===== config.mk =====
export PLATFORM = sky130hd
export DESIGN_NAME = frame_path_scheduler_flat
export DESIGN_NICKNAME = d
export VERILOG_FILES = /design/src/rtl/frame_path_scheduler_pkg.sv /design/src/rtl/frame_path_scheduler_if.sv /design/src/rtl/frame_path_scheduler_axis_out_slot.sv /design/src/rtl/frame_path_scheduler.sv /design/src/flat_wrapper.sv
export SDC_FILE = /design/constraint.sdc
export NUM_CORES = 1
export LEC_CHECK = 0
export CAP_MARGIN = 20
export CORE_AREA = 4 4 225 227
export CTS_CLUSTER_DIAMETER = 30
export CTS_CLUSTER_SIZE = 30
export DETAILED_ROUTE_END_ITERATION = 16
export DIE_AREA = 0 0 229 231
export GPL_TIMING_DRIVEN = 0
export PLACE_DENSITY = 0.65
export SYNTH_ARGS = -nofsm -noshare
export SYNTH_HDL_FRONTEND = slang
export SYNTH_HIERARCHICAL = 1
export SYNTH_SLANG_ARGS = --single-unit

===== constraint.sdc =====
create_clock -name clk -period 6.58 [get_ports clk]
set_clock_uncertainty 0.15 [all_clocks]
set_input_delay 1.316 -clock clk [delete_from_list [all_inputs] [get_ports clk]]
set_output_delay 1.316 -clock clk [all_outputs]
set_load 0.005 [all_outputs]

===== src/rtl/frame_path_scheduler_pkg.sv =====
// rtl/frame_path_scheduler_pkg.sv - shared state encodings and sizing helpers for the frame path scheduler
package frame_path_scheduler_pkg;

  typedef enum logic [1:0] {
    ST_PAYLOAD = 2'd0,
    ST_META    = 2'd1,
    ST_FCNT    = 2'd2
  } state_e;

  // Counter width able to hold 0..n-1, never narrower than one bit.
  function automatic int cnt_w(input int n);
    return (n > 1) ? $clog2(n) : 1;
  endfunction

endpackage


===== src/rtl/frame_path_scheduler_if.sv =====
// rtl/frame_path_scheduler_if.sv - stream bundle shared by payload, metadata and output paths
interface frame_path_scheduler_if #(
  parameter int DW = 128
);
  logic [DW-1:0]   tdata;
  logic            tvalid;
  logic            tready;
  logic            tlast;
  logic [DW/8-1:0] tkeep;

  modport master (output tdata, output tvalid, output tlast, output tkeep, input tready);
  modport slave  (input tdata, input tvalid, output tready);
endinterface


===== src/rtl/frame_path_scheduler_axis_out_slot.sv =====
// rtl/frame_path_scheduler_axis_out_slot.sv - one-deep registered stream output slot
module axis_out_slot #(
  parameter int DW = 128
) (
  input  logic            clk,
  input  logic            reset,
  input  logic            load,
  input  logic [DW-1:0]   load_data,
  input  logic            load_last,
  output logic            free,
  output logic [DW-1:0]   tdata,
  output logic            tvalid,
  output logic            tlast,
  output logic [DW/8-1:0] tkeep,
  input  logic            tready
);

  logic [DW-1:0] data_q, data_d;
  logic          valid_q, valid_d;
  logic          last_q, last_d;

  // The slot can take a new beat when empty or when its current beat leaves this cycle.
  assign free   = !valid_q || tready;
  assign tdata  = data_q;
  assign tvalid = valid_q;
  assign tlast  = last_q;
  assign tkeep  = {(DW/8){valid_q}};

  // Next-state: a stalled beat stays frozen; otherwise take the offered beat or go empty.
  always_comb begin
    valid_d = valid_q;
    data_d  = data_q;
    last_d  = last_q;
    if (free) begin
      valid_d = load;
      if (load) begin
        data_d = load_data;
        last_d = load_last;
      end
    end
  end

  // Slot registers; reset drops any held beat.
  always_ff @(posedge clk) begin
    if (reset) begin
      valid_q <= 1'b0;
      data_q  <= '0;
      last_q  <= 1'b0;
    end else begin
      valid_q <= valid_d;
      data_q  <= data_d;
      last_q  <= last_d;
    end
  end

endmodule


===== src/rtl/frame_path_scheduler.sv =====
// rtl/frame_path_scheduler.sv - ping-pong payload packets over two paths, then broadcast metadata and frame count
module frame_path_scheduler
  import frame_path_scheduler_pkg::*;
#(
  parameter int DW          = 128,
  parameter int PACKET_SIZE = 2,
  parameter int PP_GROUP    = 2,
  parameter int FRAME_SIZE  = 256,
  parameter int META_LEN    = 2,
  parameter int CW          = 32
) (
  input  logic                  clk,
  input  logic                  reset,
  input  logic                  md_enable,
  frame_path_scheduler_if.slave  s_pkt,
  frame_path_scheduler_if.slave  s_meta,
  frame_path_scheduler_if.master m1,
  frame_path_scheduler_if.master m2,
  output logic [1:0]            fsm_state,
  output logic                  active_path,
  output logic [CW-1:0]         frame_count
);

  localparam int BW = cnt_w(PACKET_SIZE);
  localparam int GW = cnt_w(PP_GROUP);
  localparam int FW = cnt_w(FRAME_SIZE);
  localparam int MW = cnt_w(META_LEN);

  if (FRAME_SIZE % PACKET_SIZE != 0) begin : g_bad_frame
    $error("FRAME_SIZE must be a multiple of PACKET_SIZE");
  end
  if (CW > DW) begin : g_bad_cw
    $error("CW must not exceed DW");
  end
  if (PACKET_SIZE < 1 || PP_GROUP < 1 || META_LEN < 1) begin : g_bad_len
    $error("PACKET_SIZE, PP_GROUP and META_LEN must be at least 1");
  end

  state_e        state_q, state_d;
  logic          path_q, path_d;
  logic [CW-1:0] fcnt_q, fcnt_d;
  logic [BW-1:0] beat_q, beat_d;
  logic [GW-1:0] grp_q, grp_d;
  logic [FW-1:0] fbeat_q, fbeat_d;
  logic [MW-1:0] mbeat_q, mbeat_d;

  logic          free1, free2, load1, load2;
  logic [DW-1:0] ld_data;
  logic          ld_last;
  logic          pkt_rdy, meta_rdy, pkt_fire, meta_fire, fcnt_go;
  logic          pkt_last, grp_last, frame_last, meta_last;

  assign pkt_rdy    = (state_q == ST_PAYLOAD) && (path_q ? free2 : free1);
  assign meta_rdy   = (state_q == ST_META) && free1 && free2;
  assign pkt_fire   = s_pkt.tvalid && pkt_rdy;
  assign meta_fire  = s_meta.tvalid && meta_rdy;
  assign fcnt_go    = (state_q == ST_FCNT) && free1 && free2;
  assign pkt_last   = (beat_q == BW'(PACKET_SIZE - 1));
  assign grp_last   = (grp_q == GW'(PP_GROUP - 1));
  assign frame_last = (fbeat_q == FW'(FRAME_SIZE - 1));
  assign meta_last  = (mbeat_q == MW'(META_LEN - 1));

  assign s_pkt.tready  = pkt_rdy;
  assign s_meta.tready = meta_rdy;
  assign fsm_state     = state_q;
  assign active_path   = path_q;
  assign frame_count   = fcnt_q;

  // Output steering: payload goes to the active path only; metadata and frame count go to both together.
  always_comb begin
    load1   = (pkt_fire && !path_q) || meta_fire || fcnt_go;
    load2   = (pkt_fire && path_q) || meta_fire || fcnt_go;
    ld_data = '0;
    ld_last = 1'b0;
    case (state_q)
      ST_PAYLOAD: begin
        ld_data = s_pkt.tdata;
        ld_last = pkt_last;
      end
      ST_META: begin
        ld_data = s_meta.tdata;
        ld_last = meta_last;
      end
      ST_FCNT: begin
        ld_data = DW'(fcnt_q);
        ld_last = 1'b1;
      end
      default: begin
        ld_data = '0;
        ld_last = 1'b0;
      end
    endcase
  end

  // Sequencing: packet/group/frame counters in payload, beat counter in metadata, wrap-up in frame count.
  always_comb begin
    state_d = state_q;
    path_d  = path_q;
    fcnt_d  = fcnt_q;
    beat_d  = beat_q;
    grp_d   = grp_q;
    fbeat_d = fbeat_q;
    mbeat_d = mbeat_q;
    case (state_q)
      ST_PAYLOAD: begin
        if (pkt_fire) begin
          beat_d  = pkt_last ? '0 : beat_q + 1'b1;
          fbeat_d = fbeat_q + 1'b1;
          if (pkt_last) begin
            grp_d = grp_last ? '0 : grp_q + 1'b1;
            if (grp_last) path_d = !path_q;
          end
          // Frame end overrides a coincident path toggle so the next frame starts on path 1.
          if (frame_last) begin
            state_d = md_enable ? ST_META : ST_FCNT;
            beat_d  = '0;
            grp_d   = '0;
            fbeat_d = '0;
            path_d  = 1'b0;
          end
        end
      end
      ST_META: begin
        if (meta_fire) begin
          mbeat_d = meta_last ? '0 : mbeat_q + 1'b1;
          if (meta_last) state_d = ST_FCNT;
        end
      end
      ST_FCNT: begin
        if (fcnt_go) begin
          fcnt_d  = fcnt_q + 1'b1;
          path_d  = 1'b0;
          beat_d  = '0;
          grp_d   = '0;
          fbeat_d = '0;
          mbeat_d = '0;
          state_d = ST_PAYLOAD;
        end
      end
      default: state_d = ST_PAYLOAD;
    endcase
  end

  // Scheduler state registers; reset abandons any partial frame.
  always_ff @(posedge clk) begin
    if (reset) begin
      state_q <= ST_PAYLOAD;
      path_q  <= 1'b0;
      fcnt_q  <= '0;
      beat_q  <= '0;
      grp_q   <= '0;
      fbeat_q <= '0;
      mbeat_q <= '0;
    end else begin
      state_q <= state_d;
      path_q  <= path_d;
      fcnt_q  <= fcnt_d;
      beat_q  <= beat_d;
      grp_q   <= grp_d;
      fbeat_q <= fbeat_d;
      mbeat_q <= mbeat_d;
    end
  end

  axis_out_slot #(.DW(DW)) u_slot1 (
    .clk(clk), .reset(reset), .load(load1), .load_data(ld_data), .load_last(ld_last),
    .free(free1), .tdata(m1.tdata), .tvalid(m1.tvalid), .tlast(m1.tlast), .tkeep(m1.tkeep),
    .tready(m1.tready)
  );

  axis_out_slot #(.DW(DW)) u_slot2 (
    .clk(clk), .reset(reset), .load(load2), .load_data(ld_data), .load_last(ld_last),
    .free(free2), .tdata(m2.tdata), .tvalid(m2.tvalid), .tlast(m2.tlast), .tkeep(m2.tkeep),
    .tready(m2.tready)
  );

endmodule

===== src/flat_wrapper.sv =====
// flat-port wrapper written by rule: the top's interface ports become plain ports
module frame_path_scheduler_flat import frame_path_scheduler_pkg::*;
#(
  parameter int DW          = 128,
  parameter int PACKET_SIZE = 2,
  parameter int PP_GROUP    = 2,
  parameter int FRAME_SIZE  = 256,
  parameter int META_LEN    = 2,
  parameter int CW          = 32
)
  (clk, reset, md_enable, fsm_state, active_path, frame_count, s_pkt_tdata, s_pkt_tvalid, s_pkt_tready, s_meta_tdata, s_meta_tvalid, s_meta_tready, m1_tdata, m1_tvalid, m1_tlast, m1_tkeep, m1_tready, m2_tdata, m2_tvalid, m2_tlast, m2_tkeep, m2_tready);
  frame_path_scheduler_if #(.DW(DW)) s_pkt_i ();
  frame_path_scheduler_if #(.DW(DW)) s_meta_i ();
  frame_path_scheduler_if #(.DW(DW)) m1_i ();
  frame_path_scheduler_if #(.DW(DW)) m2_i ();
  input  logic clk;
  input  logic reset;
  input  logic md_enable;
  output logic [1:0] fsm_state;
  output logic active_path;
  output logic [CW-1:0] frame_count;
  input wire logic [$bits(s_pkt_i.tdata)-1:0] s_pkt_tdata;
  input wire logic [$bits(s_pkt_i.tvalid)-1:0] s_pkt_tvalid;
  output wire logic [$bits(s_pkt_i.tready)-1:0] s_pkt_tready;
  input wire logic [$bits(s_meta_i.tdata)-1:0] s_meta_tdata;
  input wire logic [$bits(s_meta_i.tvalid)-1:0] s_meta_tvalid;
  output wire logic [$bits(s_meta_i.tready)-1:0] s_meta_tready;
  output wire logic [$bits(m1_i.tdata)-1:0] m1_tdata;
  output wire logic [$bits(m1_i.tvalid)-1:0] m1_tvalid;
  output wire logic [$bits(m1_i.tlast)-1:0] m1_tlast;
  output wire logic [$bits(m1_i.tkeep)-1:0] m1_tkeep;
  input wire logic [$bits(m1_i.tready)-1:0] m1_tready;
  output wire logic [$bits(m2_i.tdata)-1:0] m2_tdata;
  output wire logic [$bits(m2_i.tvalid)-1:0] m2_tvalid;
  output wire logic [$bits(m2_i.tlast)-1:0] m2_tlast;
  output wire logic [$bits(m2_i.tkeep)-1:0] m2_tkeep;
  input wire logic [$bits(m2_i.tready)-1:0] m2_tready;
  assign s_pkt_i.tdata = s_pkt_tdata;
  assign s_pkt_i.tvalid = s_pkt_tvalid;
  assign s_pkt_tready = s_pkt_i.tready;
  assign s_meta_i.tdata = s_meta_tdata;
  assign s_meta_i.tvalid = s_meta_tvalid;
  assign s_meta_tready = s_meta_i.tready;
  assign m1_tdata = m1_i.tdata;
  assign m1_tvalid = m1_i.tvalid;
  assign m1_tlast = m1_i.tlast;
  assign m1_tkeep = m1_i.tkeep;
  assign m1_i.tready = m1_tready;
  assign m2_tdata = m2_i.tdata;
  assign m2_tvalid = m2_i.tvalid;
  assign m2_tlast = m2_i.tlast;
  assign m2_tkeep = m2_i.tkeep;
  assign m2_i.tready = m2_tready;
  frame_path_scheduler #(.DW(DW), .PACKET_SIZE(PACKET_SIZE), .PP_GROUP(PP_GROUP), .FRAME_SIZE(FRAME_SIZE), .META_LEN(META_LEN), .CW(CW)) u_core (.clk(clk), .reset(reset), .md_enable(md_enable), .s_pkt(s_pkt_i), .s_meta(s_meta_i), .m1(m1_i), .m2(m2_i), .fsm_state(fsm_state), .active_path(active_path), .frame_count(frame_count));
endmodule

==> summary.txt <==
Floorplanning
  – Initial core utilization: 32.8%
  – Core Region: 0.0486 sq mm
  – Die Ht: 231 microns
  – DIE WIDTH: 229 microns
  – Row count: 81
  – Area of the die: 0.0529 sq mm
  – Top-Level Pins: 592

Finish
  – Multi-input logic area: 0.00856 sq mm
  – Layout cell share with drive strength beyond 1: 15.4%
  – Antenna diode instance count: 0
  – Final Instance Count excl. Fillers: 3189
  – P&R area growth vs syn: 59.8%
  – FILL cells: 4510
  – Sequential cell area: 0.00613 sq mm
  – Nets@finish: 2772

Route
  – Drt wl/cell: 23.0 microns
  – Routed vias/inst: 5.35
  – Drt total wl: 73400 microns
  – First drt pass iteration count: 6
  – Violation count after the first detailed-routing iteration: 1583
  – Post-route ant nets: 0
  – Post-route DRC: 0
  – Vias: 17072

Global route
  – Initial antenna violation count: 0
  – GRT Util Overall: 26.3%
  – First-pass GRT wire length: 108000 microns
  – Vias in the first global route: 17351
  – Grt ovf: 0
  – Largest net degree at the start of global routing: 19

Power
  – Pwr Total: 6.76 mW
  – P_leak: 9.21 nW
  – PwrDens: 265 mW/mm^2
  – Maximum VDD drop: 0.000158 V

STA
  – Crit path time final: 5.35 ns
  – Max_slew headroom: 27.6%
  – Setup TNS: 0 ns
  – Slew Limit Fails: 0
  – Final setup margin: 1.23 ns
  – Final setup vio count: 0
  – Worst-Margin Slew: 1.09 ns
  – Fin. Hold Viols: 0
  – RSZ-0062 raised after global routing: false
  – Fin crit share: 81.4%
  – Fmax: 187 MHz

Run
  – Maximum capacitance violations: 0

Worst setup path
  – Critical path's top delay family: buffers and inverters
  – Worst R2R Start: u_core/fsm_state[0]
  – CP Launch Type: input pin
  – Worst path cell trace: clkdlybuf4s50_1, nand2b_4, buf_6, buf_6, buf_2, mux2i_1, nor3_1, clkdlybuf4s50_1
  – Worst path slowest cell: clkdlybuf4s50_1
  – CP Buf/Inv Count: 5
  – Reg2Reg Depth: 9
  – CP peak stage delay: 0.57 ns
  – Worst path depth: 8
  – CP required: 5.11 ns
  – Data arrival time of the critical path: 3.89 ns
  – WS Path Type: in -> out
  – R2R Path End: u_core/u_slot1/tvalid
  – Flop2flop setup slack: 2.60 ns
  – CP Max Fanout: 17
  – Worst setup EP type: output port

Yosys
  – Ys Warns: 6
  – Synth Register Bits: 306
  – Post-Syn Area: 0.0160 sq mm
  – Avg Inst Size Synth: 8.71 sq um
  – Synthesized net count: 2098
  – Post-synthesis cell count: 1833
  – Number of flops mapped to enable cells by yosys: 0
  – Synth Flop Type: dfxtp_1
  – Post-synth ARST share: 0%
  – Synth unique cells: 52
  – Post-synthesis sequential area ratio: 38.4%

Status
  – Status: completed

Clock network
  – Clock buffer depth: 3
  – TritonCTS clock tree: yes
  – CTS Root Cell: clkbuf_16
  – Post-CTS Resized: 0
  – H-tree depth: 3
  – Num CTS Buffers: 80
  – Clock transition at path regs: 0.04 ns
  – # Post-CTS Setup Buffers: 0
  – Clk sinks: 306
  – CTS Hold Bufs: 0
  – Clock Latency Late Sink: 0.59 ns

Hold path
  – Hold WC Path Type: reg -> reg
  – Hold Path Cell Cnt: 2
  – Critical hold path startpoint: u_core/fbeat_q[6]
  – Worst Hold End: u_core/fbeat_q[6]

Placement
  – Gpl congestion: 0.931
  – Detailed placement HPWL: 56100 microns
  – Pre-CTS setup slack: 1.25 ns
  – IO buf count: 591
  – Cells after DPL: 3047
report_power, final:
group          switching, mW  total (mW)  internal, mW
sequential            0.0357        1.95          1.92
clock                   1.18        4.14          2.95
combinational          0.304       0.673         0.369
total                   1.52        6.76          5.24
worst register-to-register path: stages (launching register included):
cell      delay (ns)
dfxtp_1         0.35
buf_2           0.24
clkbuf_1        0.75
clkbuf_1        0.88
o21ai_0         0.27
buf_4           0.24
buf_2           0.28
clkbuf_1        0.31
inv_1           0.12
a21oi_1         0.20
per-stage QoR:
stage               hold slack, ns  util, %  cell area, sq um
floorplan                    0.284        -             16000
global placement             0.298     46.6             22700
detailed placement           0.315     46.6             22700
CTS                          0.321     52.4             25500
global route                 0.344     52.4             25500
finish                       0.325     52.4             25500
final cells by class:
type / instances / share of cell area (%)
multi-input combinational: 1286 / 33.6
tap: 622 / 3.05
sequential: 306 / 24.0
timing repair buffer: 592 / 23.2
buffer: 230 / 4.83
inverter: 11 / 0.162
clock inverter: 40 / 2.36
clock buffer: 102 / 8.76
registers in the layout (all words and copies together) (netlist names):
| signal | flops |
|---|---|
| u_core/u_slot1/tlast | 1 |
| u_core/u_slot1/tvalid | 1 |
| u_core/u_slot2/tvalid | 1 |
| u_core/active_path | 1 |
| u_core/frame_count | 32 |
| u_core/beat_q | 1 |
| u_core/mbeat_q | 1 |
| u_core/fbeat_q | 8 |
| u_core/u_slot2/tdata | 128 |
| u_core/u_slot2/tlast | 1 |
| u_core/grp_last | 1 |
| u_core/fsm_state | 2 |
| u_core/u_slot1/tdata | 128 |
synthesized netlist by cell type, drive strengths merged (3+ instances only):
cell type    n  area [sq um]
dfxtp      306          6130
a21oi      284          1420
nand3      276          1380
a21bo      258          2580
buf        132           865
mux2i      130          1300
nor2       111           417
clkbuf      98           368
nand2       49           184
o21ai       33           165
o31ai       16           120
or4         15           113
o22ai       13          81.3
nand4       11          96.3
inv         10          37.5
or3          8          50.1
xor2         8          70.1
and4         7          62.6
and3         6          37.5
a31oi        5          31.3
nand2b       5          46.3
nor2b        5          31.3
nor3         5          25.0
o311ai       5          43.8
o41ai        5          43.8
or2          5          31.3
and2         4          25.0
nor4         3          33.8
placed cells by master, fill, tap and decap left out, types with 16 or more instances in the layout:
cell,netlist,final
clkdlybuf4s50_1,0,591
dfxtp_1,306,306
a21oi_1,284,284
nand3_1,276,276
a21bo_1,138,138
mux2i_1,130,130
a21bo_2,120,120
nor2_1,111,111
clkbuf_1,98,106
clkbuf_16,0,81
buf_2,67,67
nand2_1,49,49
buf_4,38,38
o21ai_0,33,33
buf_6,19,19
o31ai_1,16,16
worst max-delay path by stage:
stage / from / endpoint
2_1_floorplan: m2_tready / s_pkt_tready
3_3_place_gp: m1_tready / s_pkt_tready
3_5_place_dp: m1_tready / s_pkt_tready
4_1_cts: m1_tready / s_pkt_tready
5_1_grt: m1_tready / s_pkt_tready
6_report: m1_tready / s_pkt_tready
routing by layer:
layer  GRT usage, %  vias to the layer above  part of all wire [%]
met4           9.24                        0                   2.8
met2           45.5                      863                    48
met1           31.1                     8169                    39
met5              0                        -                     0
li1               -                     7931                     -
met3           7.58                      109                   9.2
cells by family after synthesis:
| logic type | after synthesis | share of synthesized area (%) |
|---|---|---|
| AOI/OAI and AO/OA | 628 | 28.6 |
| and+or+nand+nor | 516 | 16.2 |
| DFF | 306 | 38.4 |
| buffers and inverters | 241 | 7.98 |
| muxes | 132 | 8.29 |
| xor gates and xnor gates | 8 | 0.439 |
| adders and majority gates | 2 | 0.157 |
(Power assumes the default switching activity.)
